File: src/rtl/core_pkg.sv
// core_pkg: opcodes, datapath select encodings and sequencer states shared by the multicycle core.
package core_pkg;
   localparam logic [6:0] OP_RTYPE  = 7'b0110011;
   localparam logic [6:0] OP_LOAD   = 7'b0000011;
   localparam logic [6:0] OP_STORE  = 7'b0100011;
   localparam logic [6:0] OP_BRANCH = 7'b1100011;
   localparam logic [1:0] ALU_ADD   = 2'b00;
   localparam logic [1:0] ALU_SUB   = 2'b01;
   localparam logic [1:0] ALU_FUNCT = 2'b10;
   localparam logic [1:0] SRC_A_PC     = 2'b00;
   localparam logic [1:0] SRC_A_OLD_PC = 2'b01;
   localparam logic [1:0] SRC_A_RS1    = 2'b10;
   localparam logic [1:0] SRC_B_RS2  = 2'b00;
   localparam logic [1:0] SRC_B_FOUR = 2'b01;
   localparam logic [1:0] SRC_B_IMM  = 2'b10;
   typedef enum logic [3:0] {
      FETCH, DECODE, EXEC_R, WB_R, MEM_ADDR, MEM_RD, WB_MEM, MEM_WR, BRANCH, ILLEGAL, BUSERR
   } mc_state_t;
   function automatic logic is_wait(input mc_state_t s);
      return s == FETCH || s == MEM_RD || s == MEM_WR;
   endfunction
   function automatic mc_state_t dispatch(input logic [6:0] op);
      return op == OP_RTYPE ? EXEC_R :
             (op == OP_LOAD || op == OP_STORE) ? MEM_ADDR :
             op == OP_BRANCH ? BRANCH : ILLEGAL;
   endfunction
endpackage

File: src/rtl/multicycle_control_if.sv
// multicycle_control_if: control/status bundle between the sequencer and the shared datapath.
interface multicycle_control_if #(parameter int CNT_W = 32);
   logic [6:0]       opcode;
   logic             zero;
   logic             mem_ready;
   logic             mem_read;
   logic             mem_write;
   logic             iord;
   logic             ir_write;
   logic             pc_write;
   logic             pc_src;
   logic             reg_write;
   logic             mem_to_reg;
   logic [1:0]       alu_src_a;
   logic [1:0]       alu_src_b;
   logic [1:0]       ALUOp;
   logic             illegal;
   logic             bus_err;
   logic             retired;
   logic [CNT_W-1:0] retired_count;
   modport master (
      input  opcode, zero, mem_ready,
      output mem_read, mem_write, iord, ir_write, pc_write, pc_src, reg_write, mem_to_reg,
             alu_src_a, alu_src_b, ALUOp, illegal, bus_err, retired, retired_count
   );
   modport slave (
      output opcode, zero, mem_ready,
      input  mem_read, mem_write, iord, ir_write, pc_write, pc_src, reg_write, mem_to_reg,
             alu_src_a, alu_src_b, ALUOp, illegal, bus_err, retired, retired_count
   );
endinterface

File: src/rtl/mem_wait_timer.sv
// mem_wait_timer: counts stalled memory cycles and flags the last one allowed before giving up.
module mem_wait_timer #(parameter int TIMEOUT = 16) (
   input  logic clk,
   input  logic reset,
   input  logic start,
   input  logic ready,
   output logic expired
);
   logic [7:0] count;
   always_ff @(posedge clk)
      if (reset || start) count <= 8'd0;
      else if (!ready) count <= count + 8'd1;
   assign expired = !ready && count == 8'(TIMEOUT - 1);
endmodule

File: src/rtl/multicycle_control.sv
// multicycle_control: Moore sequencer stepping the shared datapath through RV32 R/LW/SW/BEQ.
module multicycle_control
   import core_pkg::*;
#(
   parameter int MEM_TIMEOUT = 16,
   parameter int CNT_W       = 32
) (
   input logic clk,
   input logic reset,
   multicycle_control_if.master bus
);
   mc_state_t        state, nxt;
   logic [6:0]       opcode_q;
   logic [CNT_W-1:0] count;
   logic             expired;
   // Timer restarts whenever we are outside a wait state or the access completes.
   mem_wait_timer #(.TIMEOUT(MEM_TIMEOUT)) timer (
      .clk(clk),
      .reset(reset),
      .start(!is_wait(state) || bus.mem_ready),
      .ready(bus.mem_ready),
      .expired(expired)
   );
   always_comb begin
      nxt = FETCH;
      case (state)
         FETCH:    nxt = bus.mem_ready ? DECODE : expired ? BUSERR : FETCH;
         DECODE:   nxt = dispatch(bus.opcode);
         EXEC_R:   nxt = WB_R;
         MEM_ADDR: nxt = opcode_q == OP_LOAD ? MEM_RD : MEM_WR;
         MEM_RD:   nxt = bus.mem_ready ? WB_MEM : expired ? BUSERR : MEM_RD;
         MEM_WR:   nxt = bus.mem_ready ? FETCH : expired ? BUSERR : MEM_WR;
         default:  nxt = FETCH;
      endcase
   end
   always_comb begin
      bus.mem_read   = 1'b0;
      bus.mem_write  = 1'b0;
      bus.iord       = 1'b0;
      bus.ir_write   = 1'b0;
      bus.pc_write   = 1'b0;
      bus.pc_src     = 1'b0;
      bus.reg_write  = 1'b0;
      bus.mem_to_reg = 1'b0;
      bus.alu_src_a  = SRC_A_PC;
      bus.alu_src_b  = SRC_B_RS2;
      bus.ALUOp      = ALU_ADD;
      bus.illegal    = 1'b0;
      bus.bus_err    = 1'b0;
      bus.retired    = 1'b0;
      if (!reset)
         case (state)
            FETCH: begin
               bus.mem_read  = 1'b1;
               bus.alu_src_b = SRC_B_FOUR;
               bus.ir_write  = bus.mem_ready;
               bus.pc_write  = bus.mem_ready;
            end
            DECODE: begin
               bus.alu_src_a = SRC_A_OLD_PC;
               bus.alu_src_b = SRC_B_IMM;
            end
            EXEC_R: begin
               bus.alu_src_a = SRC_A_RS1;
               bus.ALUOp     = ALU_FUNCT;
            end
            WB_R: begin
               bus.reg_write = 1'b1;
               bus.retired   = 1'b1;
            end
            MEM_ADDR: begin
               bus.alu_src_a = SRC_A_RS1;
               bus.alu_src_b = SRC_B_IMM;
            end
            MEM_RD: begin
               bus.mem_read = 1'b1;
               bus.iord     = 1'b1;
            end
            WB_MEM: begin
               bus.reg_write  = 1'b1;
               bus.mem_to_reg = 1'b1;
               bus.retired    = 1'b1;
            end
            MEM_WR: begin
               bus.mem_write = 1'b1;
               bus.iord      = 1'b1;
               bus.retired   = bus.mem_ready;
            end
            BRANCH: begin
               bus.alu_src_a = SRC_A_RS1;
               bus.ALUOp     = ALU_SUB;
               bus.pc_src    = 1'b1;
               bus.pc_write  = bus.zero;
               bus.retired   = 1'b1;
            end
            ILLEGAL: bus.illegal = 1'b1;
            BUSERR:  bus.bus_err = 1'b1;
            default: ;
         endcase
   end
   always_ff @(posedge clk)
      if (reset) begin
         state    <= FETCH;
         opcode_q <= 7'd0;
         count    <= '0;
      end else begin
         state <= nxt;
         if (state == DECODE) opcode_q <= bus.opcode;
         if (bus.retired) count <= count + CNT_W'(1);
      end
   assign bus.retired_count = count;
endmodule

File: src/flat_wrapper.sv
// flat-port wrapper written by rule: the top's interface ports become plain ports
module multicycle_control_flat import core_pkg::*;
#(
   parameter int MEM_TIMEOUT = 16,
   parameter int CNT_W       = 32
)
  (clk, reset, bus_opcode, bus_zero, bus_mem_ready, bus_mem_read, bus_mem_write, bus_iord, bus_ir_write, bus_pc_write, bus_pc_src, bus_reg_write, bus_mem_to_reg, bus_alu_src_a, bus_alu_src_b, bus_ALUOp, bus_illegal, bus_bus_err, bus_retired, bus_retired_count);
  multicycle_control_if #(.CNT_W(CNT_W)) bus_i ();
  input logic clk;
  input logic reset;
  input wire logic [$bits(bus_i.opcode)-1:0] bus_opcode;
  input wire logic [$bits(bus_i.zero)-1:0] bus_zero;
  input wire logic [$bits(bus_i.mem_ready)-1:0] bus_mem_ready;
  output wire logic [$bits(bus_i.mem_read)-1:0] bus_mem_read;
  output wire logic [$bits(bus_i.mem_write)-1:0] bus_mem_write;
  output wire logic [$bits(bus_i.iord)-1:0] bus_iord;
  output wire logic [$bits(bus_i.ir_write)-1:0] bus_ir_write;
  output wire logic [$bits(bus_i.pc_write)-1:0] bus_pc_write;
  output wire logic [$bits(bus_i.pc_src)-1:0] bus_pc_src;
  output wire logic [$bits(bus_i.reg_write)-1:0] bus_reg_write;
  output wire logic [$bits(bus_i.mem_to_reg)-1:0] bus_mem_to_reg;
  output wire logic [$bits(bus_i.alu_src_a)-1:0] bus_alu_src_a;
  output wire logic [$bits(bus_i.alu_src_b)-1:0] bus_alu_src_b;
  output wire logic [$bits(bus_i.ALUOp)-1:0] bus_ALUOp;
  output wire logic [$bits(bus_i.illegal)-1:0] bus_illegal;
  output wire logic [$bits(bus_i.bus_err)-1:0] bus_bus_err;
  output wire logic [$bits(bus_i.retired)-1:0] bus_retired;
  output wire logic [$bits(bus_i.retired_count)-1:0] bus_retired_count;
  assign bus_i.opcode = bus_opcode;
  assign bus_i.zero = bus_zero;
  assign bus_i.mem_ready = bus_mem_ready;
  assign bus_mem_read = bus_i.mem_read;
  assign bus_mem_write = bus_i.mem_write;
  assign bus_iord = bus_i.iord;
  assign bus_ir_write = bus_i.ir_write;
  assign bus_pc_write = bus_i.pc_write;
  assign bus_pc_src = bus_i.pc_src;
  assign bus_reg_write = bus_i.reg_write;
  assign bus_mem_to_reg = bus_i.mem_to_reg;
  assign bus_alu_src_a = bus_i.alu_src_a;
  assign bus_alu_src_b = bus_i.alu_src_b;
  assign bus_ALUOp = bus_i.ALUOp;
  assign bus_illegal = bus_i.illegal;
  assign bus_bus_err = bus_i.bus_err;
  assign bus_retired = bus_i.retired;
  assign bus_retired_count = bus_i.retired_count;
  multicycle_control #(.MEM_TIMEOUT(MEM_TIMEOUT), .CNT_W(CNT_W)) u_core (.clk(clk), .reset(reset), .bus(bus_i));
endmodule
File: config.mk
export PLATFORM = sky130hd
export DESIGN_NAME = multicycle_control_flat
export DESIGN_NICKNAME = d
export VERILOG_FILES = /design/src/rtl/core_pkg.sv /design/src/rtl/multicycle_control_if.sv /design/src/rtl/mem_wait_timer.sv /design/src/rtl/multicycle_control.sv /design/src/flat_wrapper.sv
export SDC_FILE = /design/constraint.sdc
export NUM_CORES = 1
export LEC_CHECK = 0
export ABC_AREA = 1
export CAP_MARGIN = 20
export CORE_ASPECT_RATIO = 1.25
export CORE_MARGIN = 1.5
export CORE_UTILIZATION = 45
export DETAILED_ROUTE_END_ITERATION = 10
export PLACE_DENSITY = 0.74
export SETUP_SLACK_MARGIN = 0.05
export SYNTH_ARGS = -nofsm -noshare
export SYNTH_HDL_FRONTEND = slang
export SYNTH_SLANG_ARGS = --single-unit
File: constraint.sdc
create_clock -name clk -period 1.5 [get_ports clk]
set_input_delay 0.3 -clock clk [delete_from_list [all_inputs] [get_ports clk]]
set_output_delay 0.3 -clock clk [all_outputs]
set_load 0.1 [all_outputs]
==> out/results.tsv <==
metric	value	unit
cap_viol_max_count	0	
clkTransAtPathRegs	0.09	ns
ys_ff_latch	51	
arrival	1.56	ns
die_area	6930	um^2
synthArstFlopShare	0	%
combPwrFrac	36.2	%
start_util	46.7	%
vias	3576	
hold-path-cell-count	3	
period_share	124	%
track_usage	27.4	%
synth_edf_count	0	
critPathKind	flip-flop to output port	
grt_pass1_wl	14800	um
clock_latency	0.30	ns
r2r_end	u_core.bus.retired_count[4]	
start_kind	flip-flop	
powerDensity	681	nW/um^2
reg2reg_slack	-0.22	ns
wire_per_inst	14.1	um
htreeDepth	2	
ir_drop	0.000655	V
dp_cells	649	
portBuffers	59	
hold_viol	0	
p_leak	2.05	nW
period_needed	1.86	ns
cts-root-buf	clkbuf_8	
maxSlewViolCount	0	
dr.first_iter.drc_count	364	
areaGrowthSynthToFinish	75.6	%
yosysSeqAreaShare	35.3	%
clkSinkCount	51	
cts_buffers	5	
antenna_found_initial	0	
worst_slew_pin_slew	0.350	ns
clkPwrFrac	22.5	%
detail_route.vias_per_cell	5.38	
synthesis.nets	491	
rsz0062_at_grt	yes	
gp_congestion	0.911	
netlist_instances	478	
syn_area	2900	um^2
post_synth.cell_area_avg	6.06	um^2
instances_no_fill	665	
nNetsFinal	592	
min_from	bus_mem_ready	
violations	negative setup slack	
r2r_cells	11	
critPathCaptureType	output port	
grt_pass1_vias	3348	
finClkSkew	0.0116	ns
tns	-7.83	ns
yosys_warnings	0	
cts_tree	done	
relSlewSlack	76.4	%
nFillCells	393	
synth_cell_types	32	
fmax	0.537	GHz
core	6210	um^2
p_sw_share	36.4	%
dpl.hpwl	6640	um
hold_buffers	0	
power.switching	0.00126	W
hp-class	input pin to flip-flop	
intPower	0.00220	W
diodes	0	
drcViolationCount	0	
synth-main-ff-cell	dfxtp_1	
setup_violations	47	
chipWidth	74.7	um
drive_gt1_share	38.3	%
num_rows	32	
p_seq_share	41.3	%
fin_ws	-0.361	ns
overflow	0	
critPathMaxFanout	4	
status	finished with violations	
grt_max_degree	31	
wl	9400	um
ant_nets	0	
r2r_start	u_core.state[3]	
min_to	u_core.timer.count[1]	
clk_path_buf_depth	2	
die_h	92.7	um
cp.required	1.20	ns
first_pass_iters	8	
pre_cts_ws	-0.341	ns
num_io_pins	60	
==> power groups by stage <==
stage | logic [W] | clock network (W) | registers, W
floorplan | 0.000601 | 0 | 0.00149
global placement | 0.00103 | 0 | 0.00144
detailed placement | 0.00105 | 0 | 0.00145
CTS | 0.00114 | 0.000781 | 0.00142
global route | 0.00132 | 0.000844 | 0.00144
finish | 0.00125 | 0.000779 | 0.00143
==> metrics by stage <==
stage | utilization [%] | hold slack [ns] | cell area, um^2 | power (W)
after global placement | 75.7 | 0.437 | 4700 | 0.00248
after detailed placement | 75.7 | 0.462 | 4700 | 0.00250
after floorplan | - | 0.418 | 3290 | 0.00209
after global routing | 81.9 | 0.383 | 5080 | 0.00360
final | 81.9 | 0.380 | 5080 | 0.00346
after CTS | 79.0 | 0.475 | 4900 | 0.00334
==> cells in the mapped netlist (2+ instances only) <==
master	n	share of area [%]
nor3_1	11	1.9
nand4_1	15	3.2
and3_1	2	0.43
nand2_1	107	14
inv_1	58	7.5
dfxtp_1	51	35
ha_1	2	0.86
o21bai_1	3	0.78
clkinv_1	2	0.26
nand2_2	2	0.43
o21ai_0	11	1.9
o21ai_1	2	0.35
nand3_1	42	7.3
xor2_1	3	0.91
clkbuf_1	5	0.65
buf_2	2	0.35
a21oi_1	20	3.5
nor2_2	3	0.65
a31oi_1	2	0.43
nor2_1	122	16
buf_6	2	0.78
==> worst max path at each step <==
| stage | startpoint | end | slack (ns) | cells past startpoint |
|---|---|---|---|---|
| floorplan | u_core.state[3] | bus_pc_write | -0.35 | 6 |
| global placement | bus_mem_ready | bus_pc_write | -0.33 | 6 |
| detailed placement | bus_mem_ready | bus_pc_write | -0.34 | 6 |
| CTS | u_core.state[3] | bus_pc_write | -0.31 | 7 |
| global route | u_core.state[3] | bus_mem_to_reg | -0.42 | 6 |
| finish | u_core.state[3] | bus_mem_read | -0.36 | 6 |
==> timing repair <==
item                       4_1_cts  5_1_grt
setup endpoints to repair       46       63
resized for setup               23       46
pin swaps                       12       20
cloned                           1        0
buffers inserted                 3        4
==> final cells by class <==
type                       instances  area [um^2]  area share (%)
inverter                          60          231            4.55
sequential                        51         1140            22.4
clock buffer                       7         76.3            1.50
timing repair buffer             105         1500            29.5
tap                               85          106            2.09
clock inverter                     1         5.00          0.0984
multi-input combinational        356         2030            39.9
==> per-layer routing <==
layer	vias up	part of all wire, %	GRT usage [%]
li1	1737	-	-
met1	1662	38	31.1
met2	145	54	49.6
met3	32	4.8	4.68
met4	0	3.3	10.0
met5	-	0	0
==> cells by family after synthesis <==
| logic type | count (synthesis) | share of synthesized area (%) |
|---|---|---|
| buffers and inverters | 71 | 9.94 |
| AND/OR/NAND/NOR | 310 | 45.3 |
| XOR/XNOR | 3 | 0.908 |
| adder cells (fa/ha/maj) | 2 | 0.864 |
| AO/OA/AOI/OAI | 41 | 7.69 |
| flip-flops | 51 | 35.3 |
==> placed cells by master, fill, tap and decap left out, types with 6 or more instances in the layout <==
cell type,instances
dfxtp_4,29
dfxtp_2,6
nor3_1,6
nand3_1,37
buf_6,7
nand4_1,15
nand2_2,12
inv_2,6
o21ai_0,9
buf_12,51
clkdlybuf4s50_1,8
nor2_2,12
nand2_1,89
inv_1,50
dfxtp_1,16
nor2_4,20
nand2_4,8
a21oi_1,13
nor2_1,93
buf_4,36
==> state kept, by name (all words and copies together), names as in the netlist <==
signal / count
u_core.bus.retired_count: 32
u_core.timer.count: 8
u_core.opcode_q: 7
u_core.state: 4
==> critical path, stage by stage, from the launching register on <==
cell,delay (ns)
dfxtp_4,0.36
buf_4,0.14
nor2_4,0.17
buf_6,0.17
nand2_4,0.07
a21oi_4,0.16
buf_12,0.19
(Power assumes the default switching activity.)
